[config.mk]
export PLATFORM = sky130hd
export DESIGN_NAME = latch_mem_arbiter
export DESIGN_NICKNAME = d
export VERILOG_FILES = /design/src/rtl/latch_mem_arbiter.sv
export SDC_FILE = /design/constraint.sdc
export NUM_CORES = 1
export LEC_CHECK = 0
export BUFFER_PORTS_ARGS = -buffer_cell sky130_fd_sc_hd__buf_2
export CORE_AREA = 2 2 89 91
export CTS_BUF_LIST = sky130_fd_sc_hd__clkbuf_16
export CTS_CLUSTER_SIZE = 16
export DETAILED_ROUTE_END_ITERATION = 8
export DIE_AREA = 0 0 91 93
export GPL_TIMING_DRIVEN = 0
export HOLD_SLACK_MARGIN = 0.1
export PLACE_DENSITY = 0.56
export SETUP_SLACK_MARGIN = 0.1
export SLEW_MARGIN = 20
export SYNTH_ARGS = -nofsm -noshare
export SYNTH_HDL_FRONTEND = slang
export SYNTH_SLANG_ARGS = --single-unit
[constraint.sdc]
create_clock -name clk -period 3.8 [get_ports clk]
set_input_delay 0.57 -clock clk [delete_from_list [all_inputs] [get_ports clk]]
set_output_delay 0.57 -clock clk [all_outputs]
set_load 0.05 [all_outputs]
[src/rtl/latch_mem_arbiter.sv]
// rtl/latch_mem_arbiter.sv - round-robin arbiter sharing one latch RAM port between requesters A and B
module latch_mem_arbiter #(
  parameter int ADDR_BITS = 5
) (
  input  logic                 clk,
  input  logic                 rstn,
  input  logic [ADDR_BITS-1:0] a_addr,
  input  logic [31:0]          a_data_in,
  input  logic [1:0]           a_data_write_n,
  input  logic [1:0]           a_data_read_n,
  output logic [31:0]          a_data_out,
  output logic                 a_data_ready,
  input  logic [ADDR_BITS-1:0] b_addr,
  input  logic [31:0]          b_data_in,
  input  logic [1:0]           b_data_write_n,
  input  logic [1:0]           b_data_read_n,
  output logic [31:0]          b_data_out,
  output logic                 b_data_ready,
  output logic [ADDR_BITS-1:0] mem_addr,
  output logic [31:0]          mem_data_in,
  output logic [1:0]           mem_data_write_n,
  output logic [1:0]           mem_data_read_n,
  input  logic [31:0]          mem_data_out,
  input  logic                 mem_data_ready,
  output logic [1:0]           grant
);

  typedef enum logic [1:0] {IDLE, BUSY, RELEASE} state_t;

  state_t     state_q, state_d;
  logic [1:0] grant_q, grant_d;
  logic       last_b_q, last_b_d;  // 1 when B was the most recent grant

  logic a_pend, b_pend, owner_a, owner_b, owner_pend, busy;

  assign a_pend     = (a_data_read_n & a_data_write_n) != 2'b11;
  assign b_pend     = (b_data_read_n & b_data_write_n) != 2'b11;
  assign busy       = (state_q == BUSY);
  assign owner_a    = (grant_q == 2'b01);
  assign owner_b    = (grant_q == 2'b10);
  assign owner_pend = (owner_a & a_pend) | (owner_b & b_pend);
  assign grant      = grant_q;

  always_comb begin
    state_d  = state_q;
    grant_d  = grant_q;
    last_b_d = last_b_q;
    case (state_q)
      IDLE: begin
        if (a_pend || b_pend) begin
          state_d = BUSY;
          if (a_pend && (!b_pend || last_b_q)) begin
            grant_d  = 2'b01;
            last_b_d = 1'b0;
          end else begin
            grant_d  = 2'b10;
            last_b_d = 1'b1;
          end
        end
      end
      BUSY: begin
        // an owner that withdrew its request ends the cycle exactly like a completion
        if (!owner_pend || mem_data_ready) begin
          state_d = RELEASE;
          grant_d = 2'b00;
        end
      end
      RELEASE: begin
        state_d = IDLE;
        grant_d = 2'b00;
      end
      default: begin
        state_d = IDLE;
        grant_d = 2'b00;
      end
    endcase
  end

  always_comb begin
    mem_addr         = '0;
    mem_data_in      = '0;
    mem_data_write_n = 2'b11;
    mem_data_read_n  = 2'b11;
    if (busy && owner_a) begin
      mem_addr         = a_addr;
      mem_data_in      = a_data_in;
      mem_data_write_n = a_data_write_n;
      mem_data_read_n  = a_data_read_n;
    end else if (busy && owner_b) begin
      mem_addr         = b_addr;
      mem_data_in      = b_data_in;
      mem_data_write_n = b_data_write_n;
      mem_data_read_n  = b_data_read_n;
    end
  end

  assign a_data_ready = busy & owner_a & a_pend & mem_data_ready;
  assign b_data_ready = busy & owner_b & b_pend & mem_data_ready;
  assign a_data_out   = a_data_ready ? mem_data_out : 32'd0;
  assign b_data_out   = b_data_ready ? mem_data_out : 32'd0;

  always_ff @(posedge clk) begin
    if (!rstn) begin
      state_q  <= IDLE;
      grant_q  <= 2'b00;
      last_b_q <= 1'b1;
    end else begin
      state_q  <= state_d;
      grant_q  <= grant_d;
      last_b_q <= last_b_d;
    end
  end

endmodule

==> flow_summary_export.csv, run 1 <==
group,metric,value,unit
status,status,"completed",
sta,fin_crit,2380,ps
power_and_ir_drop,p_leak,1.63,nW
setup_path,r2r_cells,3,
floorplan,num_io_pins,226,
setup_path,cpMaxStageDelayCell,"and3_4",
routing,antenna_left,0,
sta,final_max_slew_viol_count,0,
routing,vias_per_cell,4.18,
cts,clk_latency,230,ps
setup_path,crit_required,3230,ps
yosys,netlist_instances,159,
grt,track_usage,11.9,%
setup_path,max_stage_delay,350,ps
routing,via_count,2050,
cts,clk_pin_slew,30,ps
cts,cts_resized,0,
yosys,yosys.cell_types.count,25,
grt,grt_overflow_total,0,
grt,antenna_found_initial,0,
setup_path,cp-end-kind,"primary output",
yosys,synth_nets,276,
worst_hold_path,hp-start,"last_b_q",
floorplan,fp.dieW,91,µm
sta,finClkSkew,1.69,ps
floorplan,start_util,16.5,%
yosys,ys_seq_area_share,8.08,%
floorplan,std_cell_rows,32,
routing,drt_wl_total,5860,µm
cts,cts-buffers-inserted,3,
setup_path,timing.rr.start,"grant[1]",
place,placed_area,2490,µm²
routing,detail_route.iter0.violations,28,
yosys,syn_area_per_cell,7.79,µm²
sta,hold_viol,0,
setup_path,critPathKind,"in -> out",
cts,clockBufferDepth,2,
power_and_ir_drop,ir_worst_vdd,0.423,mV
power_and_ir_drop,powerDensity,225,nW/µm²
grt,grt_pass1_vias,1786,
grt,grt_start_max_net_pins,11,
yosys,synth_area,1240,µm²
sta,setup-violations-final,0,
floorplan,die-area,8460,µm²
worst_hold_path,whs_path_depth,2,
sta,slew_headroom,76.6,%
setup_path,critPathMostFrequentCell,"buf_2",
setup_path,crit_arrival,1810,ps
job,cap_violations,0,
sta,tightest_slew,350,ps
setup_path,crit_chain,"buf_2 -> nand4_1 -> and3_4 -> buf_6 -> and2_1 -> buf_2",
cts,cts.sinks,5,
sta,max_freq,0.421,GHz
yosys,ys_warn_count,0,
cts,clock-root-buffer,"clkbuf_16",
finish,layout.nets,506,
floorplan,coreArea,7530,µm²
setup_path,crit_fanout,10,
sta,finalSetupTns,0,ps
finish,drive_above_1_share,63.1,%
finish,final_area,2570,µm²
finish,antenna_cells,0,
sta,finalCritPeriodShare,62.6,%
routing,wl_per_cell,12.0,µm
cts,ctsHtreeMaxLevel,1,
floorplan,fp.dieH,93,µm
routing,drc,0,
cts,cts_tree,"yes",
grt,grt_first_pass_wirelength,8500,µm
yosys,ys_seq_elements,5,
cts,post-cts-setup-buffer-count,0,
routing,drtPass1Iterations,4,
finish,syn2layout_area_growth,108,%
place,dp_hpwl,5010,µm
worst_hold_path,hp-class,"reg -> reg",
cts,cts_hold_buffers,0,
sta,rsz0062_at_grt,"no",
setup_path,startpoint,"b_data_read_n[1]",
place,io_buffers,225,
setup_path,worstSetupStartpointType,"input port",
place,place.gp.congestion,0.730,
worst max-delay path: cells and delay by family:
| family | cells | cell delay (ps) |
|---|---|---|
| buffers and inverters | 3 | 440 |
| and+or+nand+nor | 3 | 800 |
layer usage:
layer / track usage [%] / part of all wire, % / wire, µm / up-vias
met1: 14.3 / 38 / 2230 / 906
met3: 3.06 / 8.8 / 516 / 2
met5: 0 / 0 / 0 / -
li1: - / - / - / 1043
met4: 1.14 / 0.068 / 4 / 0
met2: 22.2 / 53 / 3110 / 99
Yosys cell counts:
cell      number  area share (%)
nand3_1        5             2.0
o211ai_1       2             1.2
buf_6         10             9.1
and3_4         2             1.8
and3_1         2             1.0
o21bai_1       2             1.2
nor2_1         1            0.30
buf_4          4             2.4
nor3b_1        2             1.2
a21oi_1        2            0.81
a32oi_1        1            0.71
a22o_1        37              26
and2_1        64              32
o22a_1         4             2.8
nor2b_1        2             1.0
and2b_1        1            0.61
and4_1         1            0.71
nand2_1        3            0.91
nand2b_1       1            0.51
and4bb_1       2             2.0
dfxtp_1        5             8.1
and4bb_2       1             1.0
nand4_1        2             1.0
inv_1          2            0.61
o21ai_0        1            0.40
power by group:
| group | total (mW) | switching (mW) | internal, mW |
|---|---|---|---|
| Combinational | 0.338 | 0.221 | 0.118 |
| Sequential | 0.0702 | 0.0101 | 0.0601 |
| Clock | 0.170 | 0.0334 | 0.136 |
metrics by stage:
| stage | hold slack [ps] | worst slack, ps | power (mW) | utilization, % | cells |
|---|---|---|---|---|---|
| 2_1_floorplan | 495 | 1400 | 0.295 | - | 159 |
| 6_report | 530 | 1420 | 0.578 | 34.2 | 490 |
| 3_5_place_dp | 523 | 1420 | 0.410 | 33.1 | 486 |
| 3_3_place_gp | 521 | 1420 | 0.407 | 33.1 | 486 |
| 4_1_cts | 526 | 1410 | 0.583 | 34.2 | 490 |
| 5_1_grt | 580 | 1310 | 0.609 | 34.2 | 490 |
flip-flops by register name, summed over array words and instances, names as in the netlist:
register / cells
state_q: 2
last_b_q: 1
grant: 2
cell type report:
| type | count | area, µm² |
|---|---|---|
| clock buffer | 3 | 75.1 |
| multi-input combinational | 138 | 988 |
| buffer | 14 | 143 |
| tap | 102 | 128 |
| sequential | 5 | 100 |
| clock inverter | 1 | 3.75 |
| inverter | 2 | 7.51 |
| fill | 846 | 4960 |
| timing repair buffer | 225 | 1130 |
cells in the final DEF, fill, tap and decap left out:
| cell | n |
|---|---|
| nand3_1 | 5 |
| and4bb_1 | 2 |
| buf_6 | 10 |
| and4bb_2 | 1 |
| clkbuf_16 | 3 |
| dfxtp_1 | 5 |
| o22a_1 | 4 |
| nor2b_1 | 2 |
| buf_4 | 4 |
| nor3b_1 | 2 |
| a32oi_1 | 1 |
| a22o_1 | 37 |
| nand2b_1 | 1 |
| and3_4 | 2 |
| o21ai_0 | 1 |
| a21oi_1 | 2 |
| o21bai_1 | 2 |
| o211ai_1 | 2 |
| and2b_1 | 1 |
| and2_1 | 64 |
| nand2_1 | 3 |
| buf_2 | 225 |
| and4_1 | 1 |
| inv_1 | 3 |
| and3_1 | 2 |
| nand4_1 | 2 |
| nor2_1 | 1 |
kinds of logic (layout without fill, tap and decap cells):
kind of cell / after synthesis / in the layout / share of synthesized area [%]
AOI/OAI and AO/OA: 49 / 49 / 33.3
and+or+nand+nor: 89 / 89 / 46.5
DFF: 5 / 5 / 8.08
buffers and inverters: 16 / 245 / 12.1
final timing paths:
| check | end | slack [ps] |
|---|---|---|
| max | b_data_out[25] | 1420 |
| min reg2reg | grant[0] | 530 |
| min | grant[0] | 530 |
| max reg2reg | state_q[1] | 2640 |
Note: power is estimated with default switching activity, not from simulation.
==> run 2, diff against run 1 <==
--- a/config.mk
+++ b/config.mk
@@ -5,12 +5,13 @@
 export SDC_FILE = /design/constraint.sdc
 export NUM_CORES = 1
 export LEC_CHECK = 0
+export ABC_AREA = 1
 export BUFFER_PORTS_ARGS = -buffer_cell sky130_fd_sc_hd__buf_2
-export CORE_AREA = 2 2 89 91
+export CORE_AREA = 2 2 88 90
 export CTS_BUF_LIST = sky130_fd_sc_hd__clkbuf_16
 export CTS_CLUSTER_SIZE = 16
 export DETAILED_ROUTE_END_ITERATION = 8
-export DIE_AREA = 0 0 91 93
+export DIE_AREA = 0 0 90 92
 export GPL_TIMING_DRIVEN = 0
 export HOLD_SLACK_MARGIN = 0.1
 export PLACE_DENSITY = 0.56
==> constraint.sdc (replaced) <==
create_clock -name clk -period 2.4 [get_ports clk]
set_input_delay 0.36 -clock clk [delete_from_list [all_inputs] [get_ports clk]]
set_output_delay 0.36 -clock clk [all_outputs]
set_load 0.05 [all_outputs]
==> run 2 against run 1 <==
  * Synthesized cell count up 28%
  * Combinational power up 50%
  * Non-clock buffer count is 2 lower
  * Largest cell class unchanged
  * Largest power group unchanged
  * Highest routed layer unchanged
==> flow_summary_export.csv, run 2 <==
group,metric,value,unit
status,status,"completed",
grt,grt_first_pass_wirelength,9450,µm
yosys,synth_compound_area_share,33.0,%
place,dp_slack,433,ps
yosys,yosys.cell_types.count,19,
grt,grt_overflow_total,0,
yosys,synth.most_common_cell,"nor2_1",
yosys,synth_area,1150,µm²
yosys,synth_edf_count,0,
setup_path,crit_fanout,10,
sta,tightest_slew,376,ps
sta,final_max_slew_viol_count,0,
setup_path,critPathKind,"reg -> out",
yosys,netlist_instances,203,
yosys,synth_top_area_cell,"a22o_1",
finish,layout.nets,550,
yosys,syn_area_per_cell,5.66,µm²
power_and_ir_drop,totalPowerFinal,0.878,mW
finish,final_core_util,39.7,%
sta,slew_headroom,74.9,%
setup_path,crit_arrival,1790,ps
yosys,ys.flop_type,"dfxtp_1",
grt,grt_start_max_net_pins,11,
yosys,synth_top_family_by_area,"simple AND/OR/NAND/NOR gates",
routing,via_count,2186,
place,place.gp.congestion,0.747,
power_and_ir_drop,p_leak,1.75,nW
setup_path,crit_required,2040,ps
routing,vias_per_cell,4.09,
place,dp_hpwl,5500,µm
cts,clock-root-buffer,"clkbuf_16",
cts,ctsHtreeMaxLevel,1,
finish,syn2layout_area_growth,157,%
yosys,ys_seq_area_share,8.71,%
setup_path,cp_num_buf_inv,5,
setup_path,cp-end-kind,"primary output",
yosys,synthSimpleGateAreaFrac,34.2,%
floorplan,num_io_pins,226,
setup_path,reg2reg_slack,1300,ps
setup_path,path_delay_family,"buffers and inverters",
sta,finalCritPeriodShare,89.4,%
sta,holdWs,437,ps
routing,wl_per_cell,11.4,µm
yosys,synth_nets,320,
worst_hold_path,hp-class,"in -> reg",
yosys,ys_top_cells_by_area,"a22o_1, nor2_1, inv_1",
yosys,synth.top_cells.by_count,"nor2_1, inv_1, a22o_1, nand2_1",
cts,clockBufferDepth,2,
grt,track_usage,13.6,%
setup_path,crit_chain,"inv_1 -> nand2_1 -> inv_1 -> nand2_2 -> nor3_4 -> inv_2 -> buf_6 -> nor2_4 -> buf_2",
floorplan,die-area,8280,µm²
cts,cts.sinks,5,
cts,cts_tree,"yes",
sta,rsz0062_at_grt,"no",
setup_path,max_stage_delay,300,ps
yosys,synthArstFlopShare,0,%
floorplan,fp.dieW,90,µm
cts,post-cts-setup-buffer-count,0,
routing,antenna_left,0,
sta,fin_crit,2150,ps
setup_path,cpMaxStageDelayCell,"dfxtp_1",
finish,final_cell_mix,"buf_2, nor2_4, inv_1, a22o_1, nand2_1",
sta,max_freq,0.466,GHz
floorplan,coreArea,7450,µm²
grt,antenna_found_initial,0,
cts,clk_latency,230,ps
sta,setup_slack,254,ps
sta,finalSetupTns,0,ps
power_and_ir_drop,ir_worst_vdd,0.227,mV
sta,finClkSkew,1.96,ps
sta,hold_viol,0,
yosys,synth_xor_area_share,0,%
setup_path,critPathMostFrequentCell,"inv_1",
cts,cts-buffers-inserted,3,
routing,drt_wl_total,6100,µm
floorplan,start_util,15.4,%
finish,drive_above_1_share,73.1,%
routing,drtPass1Iterations,4,
yosys,ys_seq_elements,5,
setup_path,worstSetupStartpointType,"register",
sta,setup-violations-final,0,
routing,drc,0,
place,io_buffers,225,
yosys,yosys.area.top_type_share,28.2,%
finish,nFillCells,793,
yosys,synthMuxAreaShare,0,%
finish,final_common_cell,"buf_2",
floorplan,std_cell_rows,32,
power_and_ir_drop,powerDensity,297,nW/µm²
finish,antenna_cells,0,
cts,clk_pin_slew,30,ps
yosys,synth-adder-area-share,0,%
job,cap_violations,0,
grt,grt_pass1_vias,1956,
yosys,ys_warn_count,0,
floorplan,fp.dieH,92,µm
routing,detail_route.iter0.violations,27,
run 2: cell count changes in the layout (fill, tap and decap cells not counted), moves of 5 or more:
cell | before | now
inv_1 | 3 | 43
nor2_4 | 0 | 60
nor2_1 | 1 | 6
nand2_1 | 3 | 14
nor2_2 | 0 | 6
and2_1 | 64 | 0
run 2: kinds of logic after synthesis:
family | Yosys count
buffers and inverters | 58
AND/OR/NAND/NOR | 93
AO/OA/AOI/OAI | 47
flip-flops | 5
run 2: area by class of cell:
| type | count | area, µm² | share of cell area (%) |
|---|---|---|---|
| Multi-Input combinational cell | 140 | 1230 | 41.6 |
| Sequential cell | 5 | 108 | 3.64 |
| Timing Repair Buffer | 225 | 1140 | 38.4 |
| Tap cell | 102 | 128 | 4.32 |
| Clock buffer | 3 | 75.1 | 2.54 |
| Clock inverter | 1 | 3.75 | 0.127 |
| Buffer | 12 | 105 | 3.55 |
| Inverter | 46 | 173 | 5.84 |
run 2: path summary, 6_finish.rpt:
path / startpoint / endpoint / cells after the start
setup / recovery: state_q[1] / b_data_out[12] / 9
hold / removal: rstn / grant[1] / 3
setup reg to reg: grant[0] / grant[0] / 8
hold reg to reg: last_b_q / last_b_q / 2
run 2: report_power, final:
group          leakage [nW]  switching, mW  internal, mW
Combinational          1.66          0.348         0.159
Sequential           0.0428        0.00636        0.0937
Clock                0.0423         0.0552         0.216
Total                  1.75          0.409         0.469
run 2: timing repair:
action | 4_1_cts | 5_1_grt
gates resized for setup | 0 | 4
setup endpoints to repair | 0 | 4
hold buffers | 0 | 0
run 2: stage by stage:
step                      cell area, µm²  instances
after floorplan                     1610        203
after global placement              2870        530
after detailed placement            2870        530
after CTS                           2950        534
after global routing                2960        534
final                               2960        534
run 2: layer usage:
metal | vias to the layer above | global-route usage (%) | share of wire [%]
met4 | 0 | 2.31 | 0.92
li1 | 1105 | - | -
met5 | - | 0 | 0
met3 | 9 | 2.38 | 9.3
met2 | 136 | 25.5 | 52
met1 | 936 | 16.4 | 38
run 2: worst reg2reg max path, cell delays in order (launching register included):
cell and delay [ps]:
dfxtp_4 350, inv_1 40, nor2_1 130, o21ai_0 100
nand2_1 70, nand2_1 60, nand2_1 100, nand2_1 60
a21oi_1 110
==> run 3, diff against run 2 <==
--- a/config.mk
+++ b/config.mk
@@ -8,7 +8,7 @@
 export ABC_AREA = 1
 export BUFFER_PORTS_ARGS = -buffer_cell sky130_fd_sc_hd__buf_2
 export CORE_AREA = 2 2 88 90
-export CTS_BUF_LIST = sky130_fd_sc_hd__clkbuf_16
+export CTS_BUF_LIST = sky130_fd_sc_hd__clkbuf_8 sky130_fd_sc_hd__clkbuf_16
 export CTS_CLUSTER_SIZE = 16
 export DETAILED_ROUTE_END_ITERATION = 8
 export DIE_AREA = 0 0 90 92
==> run 3 against run 2 <==
  * Die area stayed put
  * Sequential share of layout area hardly changed
  * Critical path depth stayed put
  * Critical path type unchanged
  * Worst setup slack better by 2.5 ps
==> flow_summary_export.csv, run 3 (synthesized netlist as in run 2, its figures left out) <==
group,metric,value,unit
setup_path,startpoint,"state_q[1]",
setup_path,timing.rr.start,"grant[0]",
sta,tightest_slew,379,ps
sta,hold_viol,0,
place,place.gp.congestion,0.747,
cts,clock-root-buffer,"clkbuf_8",
setup_path,cp-end-kind,"primary output",
place,dp_hpwl,5500,µm
sta,finClkSkew,2.42,ps
power_and_ir_drop,ir_worst_vdd,0.213,mV
setup_path,crit_required,2040,ps
cts,clockBufferDepth,2,
setup_path,max_stage_delay,300,ps
floorplan,fp.dieH,92,µm
finish,syn2layout_area_growth,154,%
power_and_ir_drop,p_leak,1.73,nW
routing,wl_per_cell,11.4,µm
routing,drc,0,
cts,cts_tree,"yes",
cts,cts_hold_buffers,0,
sta,slew_headroom,74.6,%
setup_path,crit_arrival,1780,ps
power_and_ir_drop,p_sw_share,52.3,%
setup_path,path_delay_family,"buffers and inverters",
grt,grt_overflow_total,0,
grt,antenna_found_initial,0,
job,cap_violations,0,
finish,final_common_cell,"buf_2",
sta,rsz0062_at_grt,"no",
cts,clk_latency,220,ps
finish,final_area,2920,µm²
setup_path,critPathMostFrequentCell,"inv_1",
worst_hold_path,hp-start,"rstn",
grt,grt_busiest_layer,"met2",
setup_path,crit_fanout,10,
sta,max_freq,0.467,GHz
cts,post-cts-setup-buffer-count,0,
power_and_ir_drop,clkPwrFrac,20.2,%
routing,detail_route.iter0.violations,27,
setup_path,cpMaxStageDelayCell,"dfxtp_1",
cts,ctsHtreeMaxLevel,1,
sta,setup_slack,257,ps
power_and_ir_drop,power_frac_comb,66.6,%
grt,track_usage,13.6,%
finish,layout.nets,550,
grt,use_met1,16.3,%
cts,clk_pin_slew,40,ps
floorplan,std_cell_rows,32,
setup_path,worstSetupStartpointType,"register",
cts,cts.sinks,5,
place,dp_slack,433,ps
routing,antenna_left,0,
worst_hold_path,hp-class,"in -> reg",
floorplan,start_util,15.4,%
floorplan,fp.dieW,90,µm
sta,fin_crit,2140,ps
sta,setup-violations-final,0,
power_and_ir_drop,powerDensity,260,nW/µm²
cts,cts_resized,0,
finish,drive_above_1_share,73.1,%
routing,drtPass1Iterations,4,
power_and_ir_drop,pwr-share-seq,13.2,%
status,status,"completed",
floorplan,coreArea,7450,µm²
power_and_ir_drop,intPower,0.363,mW
place,placed_area,2870,µm²
routing,via_count,2190,
grt,grt_first_pass_wirelength,9440,µm
finish,antenna_cells,0,
finish,final_cell_mix,"buf_2, nor2_4, inv_1, a22o_1, nand2_1",
grt,globalRouteMet3Util,2.38,%
sta,holdWs,441,ps
setup_path,crit_chain,"inv_1 -> nand2_1 -> inv_1 -> nand2_2 -> nor3_4 -> inv_2 -> buf_6 -> nor2_4 -> buf_2",
setup_path,cp_num_buf_inv,5,
floorplan,die-area,8280,µm²
sta,finalSetupTns,0,ps
grt,met2_usage,25.5,%
setup_path,critPathKind,"reg -> out",
place,io_buffers,225,
sta,finalCritPeriodShare,89.3,%
grt,grt_start_max_net_pins,11,
grt,grt_pass1_vias,1955,
cts,cts-buffers-inserted,3,
sta,final_max_slew_viol_count,0,
power_and_ir_drop,p_sw,0.398,mW
routing,drt_wl_total,6110,µm
routing,vias_per_cell,4.10,
floorplan,num_io_pins,226,
## run 3: cell types whose count changed in the layout (fill, tap and decap cells not counted)
cell and delta:
clkbuf_8 +3, clkbuf_16 -3
## run 3: layout make-up
class	instances	area [µm²]
buffer	12	105
clock buffer	3	41.3
clock inverter	1	3.75
fill	795	4520
inverter	46	173
multi-input combinational	140	1230
sequential	5	108
tap	102	128
timing repair buffer	225	1140
## run 3: routing by layer
layer  wire (µm)  part of all wire [%]
met2        3150                    52
met5           0                     0
met1        2340                    38
met3         568                   9.3
met4          56                  0.92
## run 3: worst register-to-register path, cell delays in order, from the launching register on
cell and delay (ps):
dfxtp_4 350, inv_1 40, nor2_1 130, o21ai_0 100, nand2_1 70, nand2_1 60, nand2_1 110, nand2_1 60
a21oi_1 110
## run 3: worst paths after layout
kind                     to  cells past startpoint  slack (ps)
min                grant[1]                      3         440
max reg2reg        grant[0]                      8        1300
max          b_data_out[12]                      9         260
min reg2reg        last_b_q                      2         480
## run 3: through the flow
| step | power, mW | utilization, % | std cells |
|---|---|---|---|
| after floorplan | 0.446 | - | 203 |
| after global placement | 0.605 | 38.5 | 530 |
| after detailed placement | 0.609 | 38.5 | 530 |
| after CTS | 0.769 | 39.1 | 534 |
| after global routing | 0.810 | 39.2 | 534 |
| final | 0.761 | 39.2 | 534 |
## run 3: power groups by stage
stage	Combinational (mW)	Sequential [mW]	Clock, mW
floorplan	0.333	0.113	0
global placement	0.504	0.102	0
detailed placement	0.508	0.102	0
CTS	0.509	0.100	0.159
global route	0.542	0.102	0.166
finish	0.507	0.100	0.154
